<file path="src/rtl/mux_sel_reg.sv">
// mux_sel_reg: N-way, WIDTH-bit registered selector with valid/ready output.
// Channels are picked either directly by the control unit (mode=0) or by a
// round-robin search over a request vector (mode=1). The chosen word is
// registered into data_out and held until the consumer takes it. A new word
// may replace a word that is being drained in the same cycle.
// Optional feature: define MUX_SEL_ERR_EN to add a sticky sel_err output.
// sel_err flags a direct-mode capture made with an out-of-range selector.
module mux_sel_reg #(
    parameter int WIDTH = 32,
    parameter int N     = 5,
    parameter int SEL_W = 3
) (
    input  logic               clk,
    input  logic               reset,
    input  logic [N*WIDTH-1:0] data_in,
    input  logic               mode,
    input  logic [SEL_W-1:0]   selector,
    input  logic               load,
    input  logic [N-1:0]       req,
    input  logic               out_ready,
    output logic [WIDTH-1:0]   data_out,
    output logic               out_valid,
    output logic [SEL_W-1:0]   out_chan,
`ifdef MUX_SEL_ERR_EN
    output logic               sel_err,
`endif
    output logic [N-1:0]       grant
);

    // Round-robin pointer: the channel granted most recently in mode 1.
    logic [SEL_W-1:0] last;

    logic             can_cap;
    logic             sel_ok;
    logic [SEL_W-1:0] direct_idx;

    logic             hi_found;
    logic [SEL_W-1:0] hi_idx;
    logic             lo_found;
    logic [SEL_W-1:0] lo_idx;
    logic             rr_found;
    logic [SEL_W-1:0] rr_idx;

    logic             do_cap;
    logic [SEL_W-1:0] cap_idx;
    logic [WIDTH-1:0] cap_data;
    logic [N-1:0]     cap_onehot;

    // The output register can take a new word when it is empty or being drained.
    always_comb begin
        can_cap    = !out_valid || out_ready;
        sel_ok     = int'(selector) < N;
        direct_idx = sel_ok ? selector : '0;
    end

    // Round-robin search: the lowest requesting channel above the pointer wins.
    // If there is none, the search wraps and the lowest requesting channel at
    // or below the pointer wins. The loops run downwards so that the last hit
    // they record is the lowest index in each half.
    always_comb begin
        hi_found = 1'b0;
        hi_idx   = '0;
        lo_found = 1'b0;
        lo_idx   = '0;
        for (int k = N - 1; k >= 0; k--) begin
            if (req[k]) begin
                if (k > int'(last)) begin
                    hi_found = 1'b1;
                    hi_idx   = SEL_W'(k);
                end else begin
                    lo_found = 1'b1;
                    lo_idx   = SEL_W'(k);
                end
            end
        end
        rr_found = hi_found || lo_found;
        rr_idx   = hi_found ? hi_idx : lo_idx;
    end

    // Capture decision and channel index for the current mode.
    always_comb begin
        if (mode) begin
            do_cap  = can_cap && rr_found;
            cap_idx = rr_idx;
        end else begin
            do_cap  = can_cap && load;
            cap_idx = direct_idx;
        end
    end

    // Data multiplexer and one-hot grant for the chosen channel.
    always_comb begin
        cap_data   = '0;
        cap_onehot = '0;
        for (int k = 0; k < N; k++) begin
            if (cap_idx == SEL_W'(k)) begin
                cap_data      = data_in[k*WIDTH +: WIDTH];
                cap_onehot[k] = 1'b1;
            end
        end
    end

    // Output register, handshake state and round-robin pointer.
    always_ff @(posedge clk) begin
        if (!reset) begin
            data_out  <= '0;
            out_valid <= 1'b0;
            out_chan  <= '0;
            grant     <= '0;
            last      <= SEL_W'(N - 1);
        end else begin
            grant <= '0;
            if (do_cap) begin
                data_out  <= cap_data;
                out_valid <= 1'b1;
                out_chan  <= cap_idx;
                grant     <= cap_onehot;
                if (mode) begin
                    last <= cap_idx;
                end
            end else if (out_valid && out_ready) begin
                out_valid <= 1'b0;
            end
        end
    end

`ifdef MUX_SEL_ERR_EN
    // Sticky flag for direct-mode captures made with an out-of-range selector.
    always_ff @(posedge clk) begin
        if (!reset) begin
            sel_err <= 1'b0;
        end else if (do_cap && !mode && !sel_ok) begin
            sel_err <= 1'b1;
        end
    end
`endif

endmodule

</file>
<file path="config.mk">
export PLATFORM = sky130hd
export DESIGN_NAME = mux_sel_reg
export DESIGN_NICKNAME = d
export VERILOG_FILES = /design/src/rtl/mux_sel_reg.sv
export SDC_FILE = /design/constraint.sdc
export NUM_CORES = 1
export LEC_CHECK = 0
export ABC_CLOCK_PERIOD_IN_PS = 2900
export CAP_MARGIN = 20
export CORE_MARGIN = 2
export CORE_UTILIZATION = 38
export DETAILED_ROUTE_END_ITERATION = 12
export GPL_ROUTABILITY_DRIVEN = 0
export MAX_ROUTING_LAYER = met4
export PLACE_DENSITY = 0.83
export REMOVE_ABC_BUFFERS = 1
export SYNTH_ARGS = -nofsm -noshare
export SYNTH_HDL_FRONTEND = slang
export SYNTH_SLANG_ARGS = --single-unit
</file>
<file path="constraint.sdc">
create_clock -name clk -period 2.9 [get_ports clk]
set_input_delay 0.58 -clock clk [delete_from_list [all_inputs] [get_ports clk]]
set_output_delay 0.58 -clock clk [all_outputs]
set_load 0.02 [all_outputs]
</file>
==> impl_metrics.xml, run 1 <==
<?xml version="1.0" encoding="UTF-8"?>
<metrics>
  <group name="logic_synthesis">
    <metric name="async_flop_share" unit="">0</metric>
    <metric name="ys_top_cells_by_count" unit="">sky130_fd_sc_hd__o21a_1 (51), sky130_fd_sc_hd__o21ai_0 (47), sky130_fd_sc_hd__dfxtp_1 (44)</metric>
    <metric name="synth-edff-count" unit="">0</metric>
    <metric name="postSynthRegisterBits" unit="">44</metric>
    <metric name="synthDominantCellAreaShare" unit="">0.2564</metric>
    <metric name="gate_count_of_the_mapped_netlist" unit="">421</metric>
    <metric name="yosysUniqueCellTypes" unit="">45</metric>
    <metric name="yosys.area.top_type" unit="">sky130_fd_sc_hd__dfxtp_1</metric>
    <metric name="synth_seq_area_share" unit="">0.2564</metric>
    <metric name="post-synth-top-count-cell" unit="">sky130_fd_sc_hd__o21a_1</metric>
    <metric name="synth_area_leaders" unit="">sky130_fd_sc_hd__dfxtp_1 (26%), sky130_fd_sc_hd__o21a_1 (11%), sky130_fd_sc_hd__a2111oi_0 (8.4%)</metric>
    <metric name="synthFlopType" unit="">sky130_fd_sc_hd__dfxtp_1</metric>
    <metric name="netlist_area" unit="µm²">3436</metric>
    <metric name="yosysWarningCount" unit="">0</metric>
    <metric name="syn_area_per_cell" unit="µm²">8.161</metric>
  </group>
  <group name="worst_setup_path">
    <metric name="critical_path.startpoint" unit="">req[3]</metric>
    <metric name="crit_path_max_fanout" unit="">16</metric>
    <metric name="setup.worst_path.start_class" unit="">input pin</metric>
    <metric name="required" unit="ps">3070</metric>
    <metric name="r2r_start" unit="">last[1]</metric>
    <metric name="crit_type" unit="">in -&gt; reg</metric>
    <metric name="ff2ff_path_depth" unit="">8</metric>
    <metric name="worstPathCellList" unit="">clkdlybuf4s50_1, nor2b_1, o22ai_1, nor4_4, buf_4, nor2_4, buf_12, a2111oi_0, nor4_1</metric>
    <metric name="reg2reg_slack" unit="ps">490</metric>
    <metric name="cpMaxStageDelayCell" unit="">sky130_fd_sc_hd__clkdlybuf4s50_1</metric>
    <metric name="worstReg2RegEnd" unit="">data_out[9]</metric>
    <metric name="worst-endpoint-arrival" unit="ps">2950</metric>
    <metric name="timing.critical_path.slowest_cell_delay" unit="ps">570</metric>
    <metric name="endpoint_kind" unit="">flip-flop</metric>
    <metric name="setup.worst_path.end" unit="">data_out[9]</metric>
  </group>
  <group name="layout">
    <metric name="finish.instance_area" unit="µm²">5913</metric>
    <metric name="fillers" unit="">754</metric>
    <metric name="layout-drive-gt1-share" unit="">0.1032</metric>
    <metric name="nets" unit="">793</metric>
    <metric name="antenna_cells_inserted" unit="">0</metric>
    <metric name="flow.area_growth_from_synthesis" unit="%">72.10</metric>
  </group>
  <group name="power">
    <metric name="cellInternalPower" unit="W">0.001415</metric>
    <metric name="power.density_cell_area" unit="nW/µm²">365.2</metric>
    <metric name="peak_supply_drop" unit="V">0.0002343</metric>
    <metric name="power.switching" unit="W">0.0007448</metric>
    <metric name="total_power" unit="W">0.002159</metric>
    <metric name="seqPwrFrac" unit="">0.335</metric>
    <metric name="clock_group_share_of_total_power" unit="">0.176</metric>
    <metric name="share_of_power_burned_in_combinational_logic" unit="">0.490</metric>
    <metric name="netSwitchingFraction" unit="">0.3449</metric>
    <metric name="power.static_leakage" unit="nW">2.132</metric>
  </group>
  <group name="routing">
    <metric name="routed_wire_length_per_instance" unit="µm">18.91</metric>
    <metric name="antenna_violating_nets_post_route" unit="">0</metric>
    <metric name="route.detailed.drc" unit="">0</metric>
    <metric name="wl" unit="mm">13.77</metric>
    <metric name="drt_iter0_markers" unit="">265</metric>
    <metric name="drt_pass1_iterations" unit="">5</metric>
    <metric name="vias_per_std_cell" unit="">6.055</metric>
    <metric name="num_vias" unit="">4408</metric>
  </group>
  <group name="place">
    <metric name="placed_cell_area" unit="µm²">5831</metric>
    <metric name="place_hpwl" unit="mm">10.22</metric>
    <metric name="portBuffers" unit="">213</metric>
  </group>
  <group name="flow_run">
    <metric name="max_cap_viol_count" unit="">0</metric>
  </group>
  <group name="sta">
    <metric name="worst-slew-pin-transition" unit="ps">494.8</metric>
    <metric name="report.final.setup_viol" unit="">0</metric>
    <metric name="finalHoldViolCount" unit="">0</metric>
    <metric name="post_route_worst_hold_slack" unit="ps">501.7</metric>
    <metric name="drv_slew" unit="">0</metric>
    <metric name="rsz0062_at_grt" unit="">no</metric>
    <metric name="finClkSkew" unit="ps">4.257</metric>
    <metric name="timing.fmax" unit="MHz">359.5</metric>
    <metric name="post-route-period-util" unit="">0.9592</metric>
    <metric name="period_minus_slack" unit="ps">2782</metric>
    <metric name="worst_relative_slew_slack" unit="">0.6616</metric>
  </group>
  <group name="cts">
    <metric name="post_cts_buffers" unit="">0</metric>
    <metric name="count_of_hold_fix_buffers_inserted_at_cts" unit="">0</metric>
    <metric name="tritoncts" unit="">yes</metric>
    <metric name="numClockSinks" unit="">44</metric>
    <metric name="clock_insertion_delay_worst_skew" unit="ps">290</metric>
    <metric name="cts_resized" unit="">0</metric>
    <metric name="ctsRootBufferMaster" unit="">sky130_fd_sc_hd__clkbuf_8</metric>
    <metric name="clkTransAtPathRegs" unit="ps">90</metric>
    <metric name="cts_inserted_buffers" unit="">5</metric>
    <metric name="max-clock-path-buffers" unit="">2</metric>
    <metric name="cts-htree-levels" unit="">2</metric>
  </group>
  <group name="global_routing">
    <metric name="antenna_found_initial" unit="">0</metric>
    <metric name="track_usage" unit="">0.2760</metric>
    <metric name="grt_start_max_net_pins" unit="">61</metric>
    <metric name="first_global_vias" unit="">4469</metric>
    <metric name="grt_first_pass_wirelength" unit="mm">21.60</metric>
    <metric name="global_route_overflow" unit="">0</metric>
  </group>
  <group name="die">
    <metric name="die_w" unit="µm">99.09</metric>
    <metric name="initial_core_util" unit="">0.3921</metric>
    <metric name="num_io_pins" unit="">214</metric>
    <metric name="placeableCoreArea" unit="µm²">8763</metric>
    <metric name="chipHeight" unit="µm">99.09</metric>
    <metric name="fp.dieArea" unit="µm²">9818</metric>
    <metric name="fp-row-count" unit="">34</metric>
  </group>
  <group name="min_path">
    <metric name="hold-path-cell-count" unit="">2</metric>
    <metric name="holdCritPathClass" unit="">reg -&gt; reg</metric>
  </group>
  <group name="outcome">
    <metric name="run_status" unit="">complete, no violations</metric>
  </group>
</metrics>
logic make-up after synthesis:
logic type / Yosys count / share of synthesized area
mux: 1 / 0.002913
buf+inv: 53 / 0.07829
flops: 44 / 0.2564
compound gates: 195 / 0.4403
simple gates: 128 / 0.2221
power by group through the flow:
stage	clock network, W	registers [W]	logic [W]
floorplan	0	0.000804	0.000373
global placement	0	0.000730	0.00103
detailed placement	0	0.000734	0.00105
CTS	0.000386	0.000722	0.00106
global route	0.000414	0.000729	0.00113
finish	0.000379	0.000723	0.00106
layer usage:
metal / wire [µm] / GRT usage
met1: 5380 / 0.3011
met2: 6886 / 0.4974
met3: 1142 / 0.05957
met4: 355 / 0.08746
met5: 0 / -
cells in the final DEF, fill, tap and decap left out, drive strengths merged, types with 6 or more instances in the layout:
| master | count |
|---|---|
| a31oi | 7 |
| nor4 | 27 |
| clkdlybuf4s50 | 213 |
| o21ai | 48 |
| nor3 | 32 |
| nor2 | 11 |
| a21oi | 10 |
| clkbuf | 6 |
| o21a | 51 |
| dfxtp | 44 |
| a2111oi | 50 |
| a21boi | 14 |
| buf | 29 |
| and3 | 39 |
state kept, by name, indices dropped and copies added, names as in the netlist:
| register | cells |
|---|---|
| last | 3 |
| out_chan | 3 |
| data_out | 32 |
| out_valid | 1 |
| grant | 5 |
through the flow:
step                        util  cells  setup WS [ps]  TNS (ps)
after detailed placement  0.6653    721         -196.2     -2208
final                     0.6748    728          118.3         0
after global placement    0.6653    721         -14.76    -14.76
after global routing      0.6748    728          9.510         0
after floorplan                -    371         -981.6    -27150
after CTS                 0.6742    728          134.3         0
cell type report:
type	count	area (µm²)	area share
repair buffers	242	2500	0.4228
multi-input cells	324	2308	0.3904
flip-flops and latches	44	880.8	0.1490
well taps	108	135.1	0.02285
clock buffers	6	72.57	0.01227
inverters	3	11.26	0.001904
clock inverters	1	5.005	0.0008464
worst max-delay path, delay by kind of cell:
family	cells	cell delay, ps
AO/OA/AOI/OAI	2	670
buffers and inverters	3	940
AND/OR/NAND/NOR	4	740
worst min-delay path by stage:
stage | endpoint | startpoint
floorplan | last[0] | last[0]
global placement | out_chan[0] | out_chan[0]
detailed placement | out_chan[2] | out_chan[2]
CTS | out_chan[2] | out_chan[2]
global route | out_chan[2] | out_chan[2]
finish | out_chan[2] | out_chan[2]
(Power assumes the default switching activity.)
==> run 2, diff against run 1 <==
==> constraint.sdc (replaced) <==
create_clock -name clk -period 2.9 [get_ports clk]
set_input_delay 0.87 -clock clk [delete_from_list [all_inputs] [get_ports clk]]
set_output_delay 0.87 -clock clk [all_outputs]
set_load 0.02 [all_outputs]
==> run 2 against run 1 <==
  * Wire length up 13%
  * Die area unchanged
  * Clock power up 28%
  * Clock skew grew 8.4 ps
  * Critical path depth up 2
  * Worst setup slack worse by 91 ps
  * Power is 16% higher
  * Utilization up 9.1 points
  * Non-clock buffer count up 22
  * Cell area increased by 13%
  * Critical path type unchanged
  * Critical endpoint is now data_out[14]
  * Largest power group unchanged
  * Highest routed layer unchanged
==> impl_metrics.xml, run 2 (same netlist as run 1, synthesis figures left out) <==
<?xml version="1.0" encoding="UTF-8"?>
<metrics>
  <group name="outcome">
    <metric name="run_status" unit="">complete, no violations</metric>
  </group>
  <group name="sta">
    <metric name="post-route-period-util" unit="">0.9905</metric>
    <metric name="worst-slew-pin-transition" unit="ps">410.4</metric>
    <metric name="timing.fmax" unit="MHz">348.1</metric>
    <metric name="worst_relative_slew_slack" unit="">0.7228</metric>
    <metric name="drv_slew" unit="">0</metric>
    <metric name="finalHoldViolCount" unit="">0</metric>
    <metric name="report.final.setup_viol" unit="">0</metric>
    <metric name="finClkSkew" unit="ps">12.66</metric>
    <metric name="fin_ws" unit="ps">27.43</metric>
    <metric name="period_minus_slack" unit="ps">2873</metric>
  </group>
  <group name="routing">
    <metric name="vias_per_std_cell" unit="">6.118</metric>
    <metric name="met2RoutedLength" unit="mm">7.930</metric>
    <metric name="route.detailed.drc" unit="">0</metric>
    <metric name="wl" unit="mm">15.56</metric>
    <metric name="drt_iter0_markers" unit="">253</metric>
    <metric name="antenna_violating_nets_post_route" unit="">0</metric>
    <metric name="met3_wirelength" unit="mm">1.151</metric>
    <metric name="num_vias" unit="">4601</metric>
    <metric name="wl_met1" unit="mm">5.951</metric>
    <metric name="top_signal_layer_used" unit="">met4</metric>
    <metric name="routed_wire_length_per_instance" unit="µm">20.70</metric>
    <metric name="drt_pass1_iterations" unit="">4</metric>
  </group>
  <group name="power">
    <metric name="netSwitchingFraction" unit="">0.3506</metric>
    <metric name="power.switching" unit="W">0.0008783</metric>
    <metric name="peak_supply_drop" unit="V">0.0002215</metric>
    <metric name="total_power" unit="W">0.002505</metric>
    <metric name="clock_group_share_of_total_power" unit="">0.193</metric>
    <metric name="power.density_cell_area" unit="nW/µm²">373.4</metric>
    <metric name="power.static_leakage" unit="nW">2.377</metric>
    <metric name="share_of_power_burned_in_combinational_logic" unit="">0.518</metric>
    <metric name="seqPwrFrac" unit="">0.289</metric>
    <metric name="cellInternalPower" unit="W">0.001627</metric>
  </group>
  <group name="worst_setup_path">
    <metric name="crit_path_max_fanout" unit="">12</metric>
    <metric name="cpMaxStageDelayCell" unit="">sky130_fd_sc_hd__clkdlybuf4s50_1</metric>
    <metric name="required" unit="ps">3080</metric>
    <metric name="worstPathCellList" unit="">clkdlybuf4s50_1, o21ba_1, o22ai_1, buf_4, nor4_4, buf_6, nor2_4, buf_12, buf_12, a2111oi_2, nor4_1</metric>
    <metric name="worstPathBufferInverterCount" unit="">5</metric>
    <metric name="endpoint_kind" unit="">flip-flop</metric>
    <metric name="crit_type" unit="">in -&gt; reg</metric>
    <metric name="setup.worst_path.start_class" unit="">input pin</metric>
    <metric name="worst-endpoint-arrival" unit="ps">3050</metric>
    <metric name="timing.critical_path.max_delay_family" unit="">buffers and inverters</metric>
    <metric name="cpMostUsedCell" unit="">sky130_fd_sc_hd__buf_12</metric>
    <metric name="timing.critical_path.slowest_cell_delay" unit="ps">410</metric>
  </group>
  <group name="die">
    <metric name="chipHeight" unit="µm">99.09</metric>
    <metric name="fp-row-count" unit="">34</metric>
    <metric name="fp.dieArea" unit="µm²">9818</metric>
    <metric name="placeableCoreArea" unit="µm²">8763</metric>
    <metric name="die_w" unit="µm">99.09</metric>
    <metric name="num_io_pins" unit="">214</metric>
    <metric name="initial_core_util" unit="">0.3921</metric>
  </group>
  <group name="place">
    <metric name="dp.cells" unit="">736</metric>
    <metric name="place_hpwl" unit="mm">10.62</metric>
    <metric name="portBuffers" unit="">213</metric>
    <metric name="pre_cts_worst_setup_slack" unit="ps">-459.2</metric>
  </group>
  <group name="global_routing">
    <metric name="first_global_vias" unit="">4652</metric>
    <metric name="track_usage" unit="">0.2924</metric>
    <metric name="antenna_found_initial" unit="">0</metric>
    <metric name="grt_start_max_net_pins" unit="">61</metric>
    <metric name="global_route_overflow" unit="">0</metric>
    <metric name="grt_first_pass_wirelength" unit="mm">22.67</metric>
  </group>
  <group name="min_path">
    <metric name="holdCritPathClass" unit="">reg -&gt; reg</metric>
  </group>
  <group name="cts">
    <metric name="ctsRootBufferMaster" unit="">sky130_fd_sc_hd__clkbuf_8</metric>
    <metric name="max-clock-path-buffers" unit="">2</metric>
    <metric name="clkTransAtPathRegs" unit="ps">90</metric>
    <metric name="tritoncts" unit="">yes</metric>
    <metric name="numClockSinks" unit="">44</metric>
    <metric name="cts_inserted_buffers" unit="">5</metric>
    <metric name="clock_insertion_delay_worst_skew" unit="ps">300</metric>
    <metric name="cts-htree-levels" unit="">2</metric>
  </group>
  <group name="flow_run">
    <metric name="max_cap_viol_count" unit="">0</metric>
  </group>
  <group name="layout">
    <metric name="flow.area_growth_from_synthesis" unit="%">95.30</metric>
    <metric name="nets" unit="">816</metric>
    <metric name="top_register" unit="">data_out</metric>
    <metric name="most_common_cell_after_layout_fill_and_taps_aside" unit="">sky130_fd_sc_hd__clkdlybuf4s50_1</metric>
    <metric name="stdcell_count" unit="">752</metric>
    <metric name="largestRegisters" unit="">data_out x32, grant x5</metric>
    <metric name="antenna_cells_inserted" unit="">0</metric>
    <metric name="layout.cells.most_common_list" unit="">sky130_fd_sc_hd__clkdlybuf4s50_1 (210), sky130_fd_sc_hd__o21a_1 (50), sky130_fd_sc_hd__o21ai_0 (47)</metric>
    <metric name="fillers" unit="">607</metric>
    <metric name="largest_reg_flops" unit="">32</metric>
    <metric name="layout-drive-gt1-share" unit="">0.2034</metric>
  </group>
</metrics>
==> run 2: final timing paths <==
path	from	end	slack, ps	cells after the start
max	req[4]	data_out[14]	30	11
min	out_chan[2]	out_chan[2]	520	2
max reg2reg	last[1]	data_out[14]	470	10
min reg2reg	out_chan[2]	out_chan[2]	520	2
==> run 2: metal layers <==
layer	vias to the layer above	GRT usage
met4	0	0.1022
met1	2191	0.3291
met5	-	-
met2	241	0.5151
met3	44	0.05674
li1	2125	-
==> run 2: metrics by stage <==
| stage | area (µm²) | hold WS [ps] | utilization | setup TNS, ps |
|---|---|---|---|---|
| after floorplan | 3178 | 518.7 | - | -38260 |
| after global routing | 6710 | 566.0 | 0.7657 | -36.70 |
| after global placement | 5956 | 487.1 | 0.6796 | -7554 |
| after detailed placement | 5956 | 497.4 | 0.6796 | -12260 |
| after CTS | 6195 | 518.3 | 0.7069 | -16.76 |
| final | 6710 | 524.5 | 0.7657 | 0 |
==> run 2: layout make-up <==
type	instances	area (µm²)	area share
multi-input cells	325	2835	0.4225
inverters	3	11.26	0.001678
clock buffers	6	72.57	0.01081
flip-flops and latches	44	880.8	0.1313
clock inverters	2	35.03	0.005221
repair buffers	264	2740	0.4084
well taps	108	135.1	0.02014
==> run 2: worst register-to-register path, cell delays in order (launching register included) <==
cell	delay [ps]
sky130_fd_sc_hd__dfxtp_1	560
sky130_fd_sc_hd__o21ba_1	190
sky130_fd_sc_hd__o22ai_1	80
sky130_fd_sc_hd__buf_4	170
sky130_fd_sc_hd__nor4_4	250
sky130_fd_sc_hd__buf_6	180
sky130_fd_sc_hd__nor2_4	40
sky130_fd_sc_hd__buf_12	150
sky130_fd_sc_hd__buf_12	160
sky130_fd_sc_hd__a2111oi_2	380
sky130_fd_sc_hd__nor4_1	120
==> run 2: repair_timing <==
item	in CTS	in global routing
endpoints found under the setup margin	25	30
buffers inserted	3	2
pin swaps	2	8
hold buffers	0	0
cloned	1	2
resized for setup	42	64
==> run 2: power groups by stage <==
stage	registers (W)	clock network [W]	logic [W]
CTS	0.000721	0.000488	0.00113
floorplan	0.000804	0	0.000373
global route	0.000732	0.000512	0.00137
detailed placement	0.000733	0	0.00108
global placement	0.000731	0	0.00105
finish	0.000724	0.000484	0.00130
